--- src/rtl/sl_bus_arbiter_pkg.sv ---
// ice_bus_pkg: shared types and constants for the ICE slave-bus arbiter.
// Holds the FSM encoding, frame length ceiling, default requester count
// and a saturating byte-count helper.
package ice_bus_pkg;

    localparam logic [1:0] ST_IDLE  = 2'd0;
    localparam logic [1:0] ST_GRANT = 2'd1;
    localparam logic [1:0] ST_GAP   = 2'd2;

    typedef enum logic [1:0] {
        S_IDLE  = ST_IDLE,
        S_GRANT = ST_GRANT,
        S_GAP   = ST_GAP
    } arb_state_e;

    localparam logic [7:0] FRAME_LEN_MAX   = 8'd255;
    localparam int         DEFAULT_NUM_DEV = 7;

    function automatic logic [7:0] sat_inc(
        input logic [7:0] v,
        input logic       inc
    );
        if (inc && (v != FRAME_LEN_MAX)) begin
            return v + 8'd1;
        end
        return v;
    endfunction

endpackage

--- src/rtl/sl_bus_arbiter_if.sv ---
// sl_bus_arbiter_if: request/grant bundle between slave blocks and arbiter.
// master: arbiter side (drives grant, status); slave: requester side.
interface sl_bus_arbiter_if
    import ice_bus_pkg::*;
#(
    parameter int NUM_DEV = DEFAULT_NUM_DEV
);

    logic [NUM_DEV-1:0] sl_arb_request;
    logic               arb_enable;
    logic               sl_data_latch;
    logic [NUM_DEV-1:0] sl_arb_grant;
    logic               grant_valid;
    logic [3:0]         grant_idx;
    logic               frame_done;
    logic [7:0]         frame_len;
    logic               timeout_evt;

    modport master (
        input  sl_arb_request,
        input  arb_enable,
        input  sl_data_latch,
        output sl_arb_grant,
        output grant_valid,
        output grant_idx,
        output frame_done,
        output frame_len,
        output timeout_evt
    );

    modport slave (
        output sl_arb_request,
        output arb_enable,
        output sl_data_latch,
        input  sl_arb_grant,
        input  grant_valid,
        input  grant_idx,
        input  frame_done,
        input  frame_len,
        input  timeout_evt
    );

endinterface

--- src/rtl/sl_bus_arbiter_rr_pick.sv ---
// sl_bus_arbiter_rr_pick: combinational round-robin picker.
// Ports: req (requests), ptr (first index to try) -> any, idx, onehot.
module sl_bus_arbiter_rr_pick
    import ice_bus_pkg::*;
#(
    parameter int NUM_DEV = DEFAULT_NUM_DEV
) (
    input  logic [NUM_DEV-1:0] req,
    input  logic [3:0]         ptr,
    output logic               any,
    output logic [3:0]         idx,
    output logic [NUM_DEV-1:0] onehot
);

    logic [NUM_DEV-1:0] rot;
    logic [3:0]         pos;
    logic [4:0]         sum;

    always_comb begin
        // Bit 0 of rot is device ptr; ptr is always below NUM_DEV.
        rot = NUM_DEV'({req, req} >> ptr);
        any = 1'b0;
        pos = '0;
        for (int k = NUM_DEV - 1; k >= 0; k--) begin
            if (rot[k]) begin
                any = 1'b1;
                pos = 4'(k);
            end
        end
        sum = 5'(pos) + 5'(ptr);
        if (sum >= 5'(NUM_DEV)) begin
            sum = sum - 5'(NUM_DEV);
        end
        idx = any ? sum[3:0] : 4'd0;
        onehot = '0;
        for (int k = 0; k < NUM_DEV; k++) begin
            onehot[k] = any && (idx == 4'(k));
        end
    end

endmodule

--- src/rtl/sl_bus_arbiter.sv ---
// sl_bus_arbiter: round-robin owner of the shared slave output bus.
// Ports: clk, rst (sync, active-high), bus (sl_bus_arbiter_if.master).
// Grant held for a whole frame; one GAP cycle after each release.
// Optional watchdog revoke: define SL_ARB_WATCHDOG_EN.
module sl_bus_arbiter
    import ice_bus_pkg::*;
#(
    parameter int NUM_DEV     = DEFAULT_NUM_DEV,
    parameter int TIMEOUT_CYC = 4096
) (
    input  logic             clk,
    input  logic             rst,
    sl_bus_arbiter_if.master bus
);

    arb_state_e         state_q, state_d;
    logic [NUM_DEV-1:0] grant_q, grant_d;
    logic               valid_q, valid_d;
    logic [3:0]         idx_q, idx_d;
    logic [3:0]         ptr_q, ptr_d;
    logic [7:0]         cnt_q, cnt_d;
    logic [7:0]         len_q, len_d;
    logic               done_q, done_d;

    logic [NUM_DEV-1:0] eligible;
    logic               pick_any;
    logic [3:0]         pick_idx;
    logic [NUM_DEV-1:0] pick_onehot;
    logic               owner_req;
    logic [7:0]         cnt_inc;
    logic               wd_expire;

    // grant_q is one-hot, so this selects the owner's request.
    assign owner_req = |(bus.sl_arb_request & grant_q);
    assign cnt_inc   = sat_inc(cnt_q, bus.sl_data_latch & valid_q);

`ifdef SL_ARB_WATCHDOG_EN
    localparam int IDLE_W = $clog2(TIMEOUT_CYC + 1);

    logic [IDLE_W-1:0]  idle_q, idle_d;
    logic [NUM_DEV-1:0] mask_q, mask_d;
    logic               to_q;

    assign eligible  = bus.sl_arb_request & ~mask_q;
    // A simultaneous owner drop wins: it is a normal release.
    assign wd_expire = (state_q == S_GRANT) && owner_req &&
                       !bus.sl_data_latch &&
                       (idle_q == IDLE_W'(TIMEOUT_CYC - 1));

    always_comb begin
        idle_d = '0;
        if (state_q == S_GRANT) begin
            idle_d = bus.sl_data_latch ? '0 : idle_q + IDLE_W'(1);
        end
        // Mask lifts once the revoked device drops its request.
        mask_d = mask_q & bus.sl_arb_request;
        if (wd_expire) begin
            mask_d = mask_d | grant_q;
        end
    end

    always_ff @(posedge clk) begin
        if (rst) begin
            idle_q <= '0;
            mask_q <= '0;
            to_q   <= 1'b0;
        end else begin
            idle_q <= idle_d;
            mask_q <= mask_d;
            to_q   <= wd_expire;
        end
    end

    assign bus.timeout_evt = to_q;
`else
    assign eligible        = bus.sl_arb_request;
    assign wd_expire       = 1'b0;
    assign bus.timeout_evt = 1'b0;
`endif

    sl_bus_arbiter_rr_pick #(
        .NUM_DEV (NUM_DEV)
    ) u_pick (
        .req    (eligible),
        .ptr    (ptr_q),
        .any    (pick_any),
        .idx    (pick_idx),
        .onehot (pick_onehot)
    );

    always_comb begin
        state_d = state_q;
        grant_d = grant_q;
        valid_d = valid_q;
        idx_d   = idx_q;
        ptr_d   = ptr_q;
        cnt_d   = cnt_q;
        len_d   = len_q;
        done_d  = 1'b0;
        case (state_q)
            S_IDLE: begin
                if (bus.arb_enable && pick_any) begin
                    state_d = S_GRANT;
                    grant_d = pick_onehot;
                    valid_d = 1'b1;
                    idx_d   = pick_idx;
                    cnt_d   = '0;
                    ptr_d   = (pick_idx == 4'(NUM_DEV - 1)) ?
                              4'd0 : pick_idx + 4'd1;
                end
            end
            S_GRANT: begin
                cnt_d = cnt_inc;
                if (!owner_req || wd_expire) begin
                    state_d = S_GAP;
                    grant_d = '0;
                    valid_d = 1'b0;
                    idx_d   = '0;
                    done_d  = 1'b1;
                    len_d   = cnt_inc;
                    cnt_d   = '0;
                end
            end
            S_GAP: begin
                state_d = S_IDLE;
            end
            default: begin
                state_d = S_IDLE;
            end
        endcase
    end

    always_ff @(posedge clk) begin
        if (rst) begin
            state_q <= S_IDLE;
            grant_q <= '0;
            valid_q <= 1'b0;
            idx_q   <= '0;
            ptr_q   <= '0;
            cnt_q   <= '0;
            len_q   <= '0;
            done_q  <= 1'b0;
        end else begin
            state_q <= state_d;
            grant_q <= grant_d;
            valid_q <= valid_d;
            idx_q   <= idx_d;
            ptr_q   <= ptr_d;
            cnt_q   <= cnt_d;
            len_q   <= len_d;
            done_q  <= done_d;
        end
    end

    assign bus.sl_arb_grant = grant_q;
    assign bus.grant_valid  = valid_q;
    assign bus.grant_idx    = idx_q;
    assign bus.frame_done   = done_q;
    assign bus.frame_len    = len_q;

endmodule

--- src/flat_wrapper.sv ---
// flat-port wrapper written by rule: the top's interface ports become plain ports
module sl_bus_arbiter_flat import ice_bus_pkg::*;
#(
    parameter int NUM_DEV     = DEFAULT_NUM_DEV,
    parameter int TIMEOUT_CYC = 4096
)
  (clk, rst, bus_sl_arb_request, bus_arb_enable, bus_sl_data_latch, bus_sl_arb_grant, bus_grant_valid, bus_grant_idx, bus_frame_done, bus_frame_len, bus_timeout_evt);
  sl_bus_arbiter_if #(.NUM_DEV(NUM_DEV)) bus_i ();
  input  logic clk;
  input  logic rst;
  input wire logic [$bits(bus_i.sl_arb_request)-1:0] bus_sl_arb_request;
  input wire logic [$bits(bus_i.arb_enable)-1:0] bus_arb_enable;
  input wire logic [$bits(bus_i.sl_data_latch)-1:0] bus_sl_data_latch;
  output wire logic [$bits(bus_i.sl_arb_grant)-1:0] bus_sl_arb_grant;
  output wire logic [$bits(bus_i.grant_valid)-1:0] bus_grant_valid;
  output wire logic [$bits(bus_i.grant_idx)-1:0] bus_grant_idx;
  output wire logic [$bits(bus_i.frame_done)-1:0] bus_frame_done;
  output wire logic [$bits(bus_i.frame_len)-1:0] bus_frame_len;
  output wire logic [$bits(bus_i.timeout_evt)-1:0] bus_timeout_evt;
  assign bus_i.sl_arb_request = bus_sl_arb_request;
  assign bus_i.arb_enable = bus_arb_enable;
  assign bus_i.sl_data_latch = bus_sl_data_latch;
  assign bus_sl_arb_grant = bus_i.sl_arb_grant;
  assign bus_grant_valid = bus_i.grant_valid;
  assign bus_grant_idx = bus_i.grant_idx;
  assign bus_frame_done = bus_i.frame_done;
  assign bus_frame_len = bus_i.frame_len;
  assign bus_timeout_evt = bus_i.timeout_evt;
  sl_bus_arbiter #(.NUM_DEV(NUM_DEV), .TIMEOUT_CYC(TIMEOUT_CYC)) u_core (.clk(clk), .rst(rst), .bus(bus_i));
endmodule
--- config.mk ---
export PLATFORM = sky130hd
export DESIGN_NAME = sl_bus_arbiter_flat
export DESIGN_NICKNAME = d
export VERILOG_FILES = /design/src/rtl/sl_bus_arbiter_pkg.sv /design/src/rtl/sl_bus_arbiter_if.sv /design/src/rtl/sl_bus_arbiter_rr_pick.sv /design/src/rtl/sl_bus_arbiter.sv /design/src/flat_wrapper.sv
export SDC_FILE = /design/constraint.sdc
export NUM_CORES = 1
export LEC_CHECK = 0
export BUFFER_PORTS_ARGS = -buffer_cell sky130_fd_sc_hd__buf_4
export CAP_MARGIN = 20
export CORE_ASPECT_RATIO = 0.8
export CORE_MARGIN = 4
export CORE_UTILIZATION = 55
export DETAILED_ROUTE_END_ITERATION = 16
export PLACE_DENSITY_LB_ADDON = 0.2
export SLEW_MARGIN = 0
export SYNTH_ARGS = -nofsm -noshare
export SYNTH_HDL_FRONTEND = slang
export SYNTH_SLANG_ARGS = --single-unit
export TNS_END_PERCENT = 1
--- constraint.sdc ---
create_clock -name clk -period 5.6 [get_ports clk]
set_clock_uncertainty 0.2 [all_clocks]
set_input_delay 0.84 -clock clk [delete_from_list [all_inputs] [get_ports clk]]
set_output_delay 0.84 -clock clk [all_outputs]
set_load 0.02 [all_outputs]
==> run_results.csv <==
group,metric,value,unit
placement,place_area,2740,µm²
synth,synth_top_family_by_area,"compound AO/OA/AOI/OAI gates",
die,die_x,84.0,µm
die,io_pins,33,
final_layout,diodes,0,
sta,slew_headroom,39.9,%
global_routing,gr-total-overflow,0,
sta,setup_viol,0,
route,via_per_inst,6.15,
sta,layout_min_cycle_time,4.94,ns
sta,finalSetupTns,0,ns
synth,synth-edff-count,0,
route,drc,0,
final_layout,drive_above_1_share,21.4,%
final_layout,nets,334,
placement,placed_cells,367,
clocking,cts_setup_buffers,0,
global_routing,grt_max_degree,30,
pwr,power_density,634,nW/µm²
synth,async_reset_ff_share,0,%
clocking,cts_tree,"built",
worst_setup_path,arrival,4.95,ns
worst_setup_path,crit_cells,13,
synth,yosys.area_share.simple,23.7,%
worst_setup_path,critPathLaunch,"u_core.ptr_q[1]$_SDFFE_PP0P_",
global_routing,grt_pass1_wl,10.1,mm
route,routedWlPerCell,15.7,µm
worst_setup_path,crit_chain,"mux2i_1, o2bb2ai_1, o22a_1, nand3b_1, a311oi_1, fa_1, ha_1, a22o_1, a22o_1, mux2i_1, and3_1, nand2_1, o31ai_1",
route,vias,2305,
placement,dpl.hpwl,4.35,mm
status,status,"complete, no violations",
clocking,clk_latency,0.29,ns
final_layout,fin_area,2820,µm²
synth,syn_inst,295,
sta,worst_slack,0.659,ns
synth,synth_cell_type_count,75,
die,start_util,59.0,%
worst_setup_path,crit_buf_inv,0,
worst_setup_path,cp_slowest_cell,"dfxtp_1",
route,drt-total-wl,5.90,mm
sta,worst_pin_slew,0.898,ns
route,drt_iter0_markers,179,
synth,ys_seq_area_share,27.6,%
worst_setup_path,crit_family,"compound AO/OA/AOI/OAI gates",
synth,yosys-mux-area-fraction,8.57,%
die,core,4310,µm²
final_layout,area_growth,11.0,%
worst_setup_path,critPathMaxFanout,19,
worst_setup_path,path_class,"flop to flop",
synth,postSynthAreaPerCell,8.61,µm²
sta,slew_viol_final,0,
route,ant_nets,0,
worst_setup_path,rr_startpoint,"u_core.ptr_q[1]$_SDFFE_PP0P_",
route,drtPass1Iterations,4,
synth,yosys_register_bits,35,
final_layout,multi_input_area,1710,µm²
final_layout,final_util,65.5,%
clocking,clock-sinks,35,
synth,synth.top_cell.area_share,27.6,%
synth,synth-warning-count,0,
worst_setup_path,r2r_setup_slack,0.66,ns
global_routing,grt.total_usage,21.6,%
hold_path,hp-start,"u_core.bus.grant_idx[1]$_SDFFE_PP0P_",
sta,finalHoldViolCount,0,
sta,timing.final.crit_share,88.2,%
clocking,cts_buffers,5,
final_layout,final_cells,375,
worst_setup_path,critPathLaunchType,"flop",
synth,synth.area.top_cells,"dfxtp_1 (28%), nand2_1 (4.1%), nor2_1 (3.8%)",
global_routing,antenna_found_initial,0,
pwr,vdd_drop_max,0.356,mV
hold_path,min_path_type,"flop to flop",
clocking,cts_hold_buf,0,
synth,syn_area,2540,µm²
clocking,cts_resized,0,
die,rows,21,
die,die_height,68.8,µm
placement,dp_slack,0.739,ns
clocking,clk_pin_slew_worst_paths,0.07,ns
worst_setup_path,reg2reg_depth,13,
synth,syn-num-nets,312,
job,maxCapViolations,0,
synth,dominantRegCellSynth,"dfxtp_1",
worst_setup_path,r2r_end,"u_core.bus.sl_arb_grant[3]$_SDFFE_PP0P_",
synth,synth_compound_area_share,27.6,%
worst_setup_path,end_kind,"flop",
sta,fmax,202,MHz
final_layout,fillers,387,
synth,synth_xor_area_share,3.79,%
clocking,root_buffer,"clkbuf_8",
placement,gp_routability_congestion,0.943,
clocking,cts.path.max_buffers,2,
worst_setup_path,required,5.61,ns
synth,synth_top_area_cell,"dfxtp_1",
placement,io_buffers,31,
synth,synthAdderAreaFrac,3.25,%
hold_path,whs_endpoint,"u_core.bus.grant_idx[1]$_SDFFE_PP0P_",
pwr,p_leak,1.02,nW
worst_setup_path,cpPeakStageDelay,0.89,ns
sta,rsz0062_at_grt,"no",
clocking,cts.htree.levels,2,
hold_path,min_path_cells,2,
die,die_area,5780,µm²
global_routing,first_global_vias,2026,
final_layout,seqCellArea,701,µm²
-- Yosys cell counts, drive strengths merged, types with 5 or more instances --
cell and count:
a21o 5, o21ai 15, ha 5, nand3 16, xor2 7, clkbuf 6
nor2 26, nand2b 8, mux2 5, a21oi 17, dfxtp 35, a311oi 8
nand3b 7, a211oi 8, nand2 28, mux2i 10, buf 12
-- state kept, by name, indices dropped and copies added, names as in the netlist --
signal,flops
u_core.ptr_q,4
u_core.bus.grant_valid,1
u_core.bus.frame_len,8
u_core.state_q,2
u_core.cnt_q,8
u_core.bus.grant_idx,4
u_core.bus.sl_arb_grant,7
u_core.bus.frame_done,1
-- cell families after synthesis --
| logic type | count (synthesis) |
|---|---|
| DFF | 35 |
| muxes | 17 |
| AOI/OAI and AO/OA | 91 |
| and+or+nand+nor | 112 |
| xor gates and xnor gates | 11 |
| adders and majority gates | 6 |
| other | 1 |
| buffers and inverters | 22 |
-- cell type report --
cell class / instances / area share, %
clock inverters: 1 / 0.177
repair buffers: 33 / 8.78
well taps: 57 / 2.53
inverters: 4 / 0.532
flip-flops and latches: 35 / 24.8
multi-input cells: 238 / 60.4
clock buffers: 7 / 2.71
-- placed cells by master (no fill, tap or decap), types with 3 or more instances in the layout --
cell / count
nor2b_1: 3
clkbuf_8: 5
mux2i_1: 9
a311oi_2: 5
o21ai_0: 13
a22o_1: 3
xnor2_1: 4
nor2_1: 26
a21oi_1: 16
nor3_1: 3
a22oi_1: 3
ha_1: 5
a211oi_1: 8
nand2_1: 28
nand2b_1: 8
a21o_1: 4
o211ai_1: 3
xor2_1: 7
inv_1: 4
buf_4: 33
a311oi_1: 3
nand3b_1: 7
nand3_1: 16
mux2_2: 4
and3_1: 3
dfxtp_1: 35
o31ai_1: 3
a31oi_1: 4
-- stage by stage --
step,power (mW),hold slack [ns]
finish,1.79,0.290
global route,1.96,0.326
CTS,1.78,0.290
detailed placement,1.60,0.281
global placement,1.58,0.274
floorplan,1.36,0.288
-- how the worst max path moves through the flow --
stage / endpoint
after detailed placement: u_core.bus.sl_arb_grant[3]$_SDFFE_PP0P_
after global placement: u_core.bus.sl_arb_grant[3]$_SDFFE_PP0P_
final: u_core.bus.sl_arb_grant[3]$_SDFFE_PP0P_
after global routing: u_core.bus.sl_arb_grant[1]$_SDFFE_PP0P_
after CTS: u_core.bus.sl_arb_grant[3]$_SDFFE_PP0P_
after floorplan: u_core.bus.sl_arb_grant[3]$_SDFFE_PP0P_
-- where the power goes --
group          total (mW)  switching, mW  internal, mW
Sequential          0.409         0.0977         0.311
Clock               0.179         0.0914        0.0873
Combinational        1.20          0.695         0.506
Total                1.79          0.885         0.904
-- worst register-to-register path, delay by kind of cell, from the launching register on --
kind | cells | cell delay (ns)
AOI/OAI and AO/OA | 6 | 1.48
adders and majority gates | 2 | 0.89
DFF | 1 | 0.89
muxes | 2 | 0.84
and+or+nand+nor | 3 | 0.57
-- metal layers --
layer	track usage (%)	share of wire [%]
met5	0	0
met4	4.82	0.95
met3	5.11	7.4
met2	30.7	40
met1	32.8	51
No activity file was read; power rests on OpenSTA's default activity.
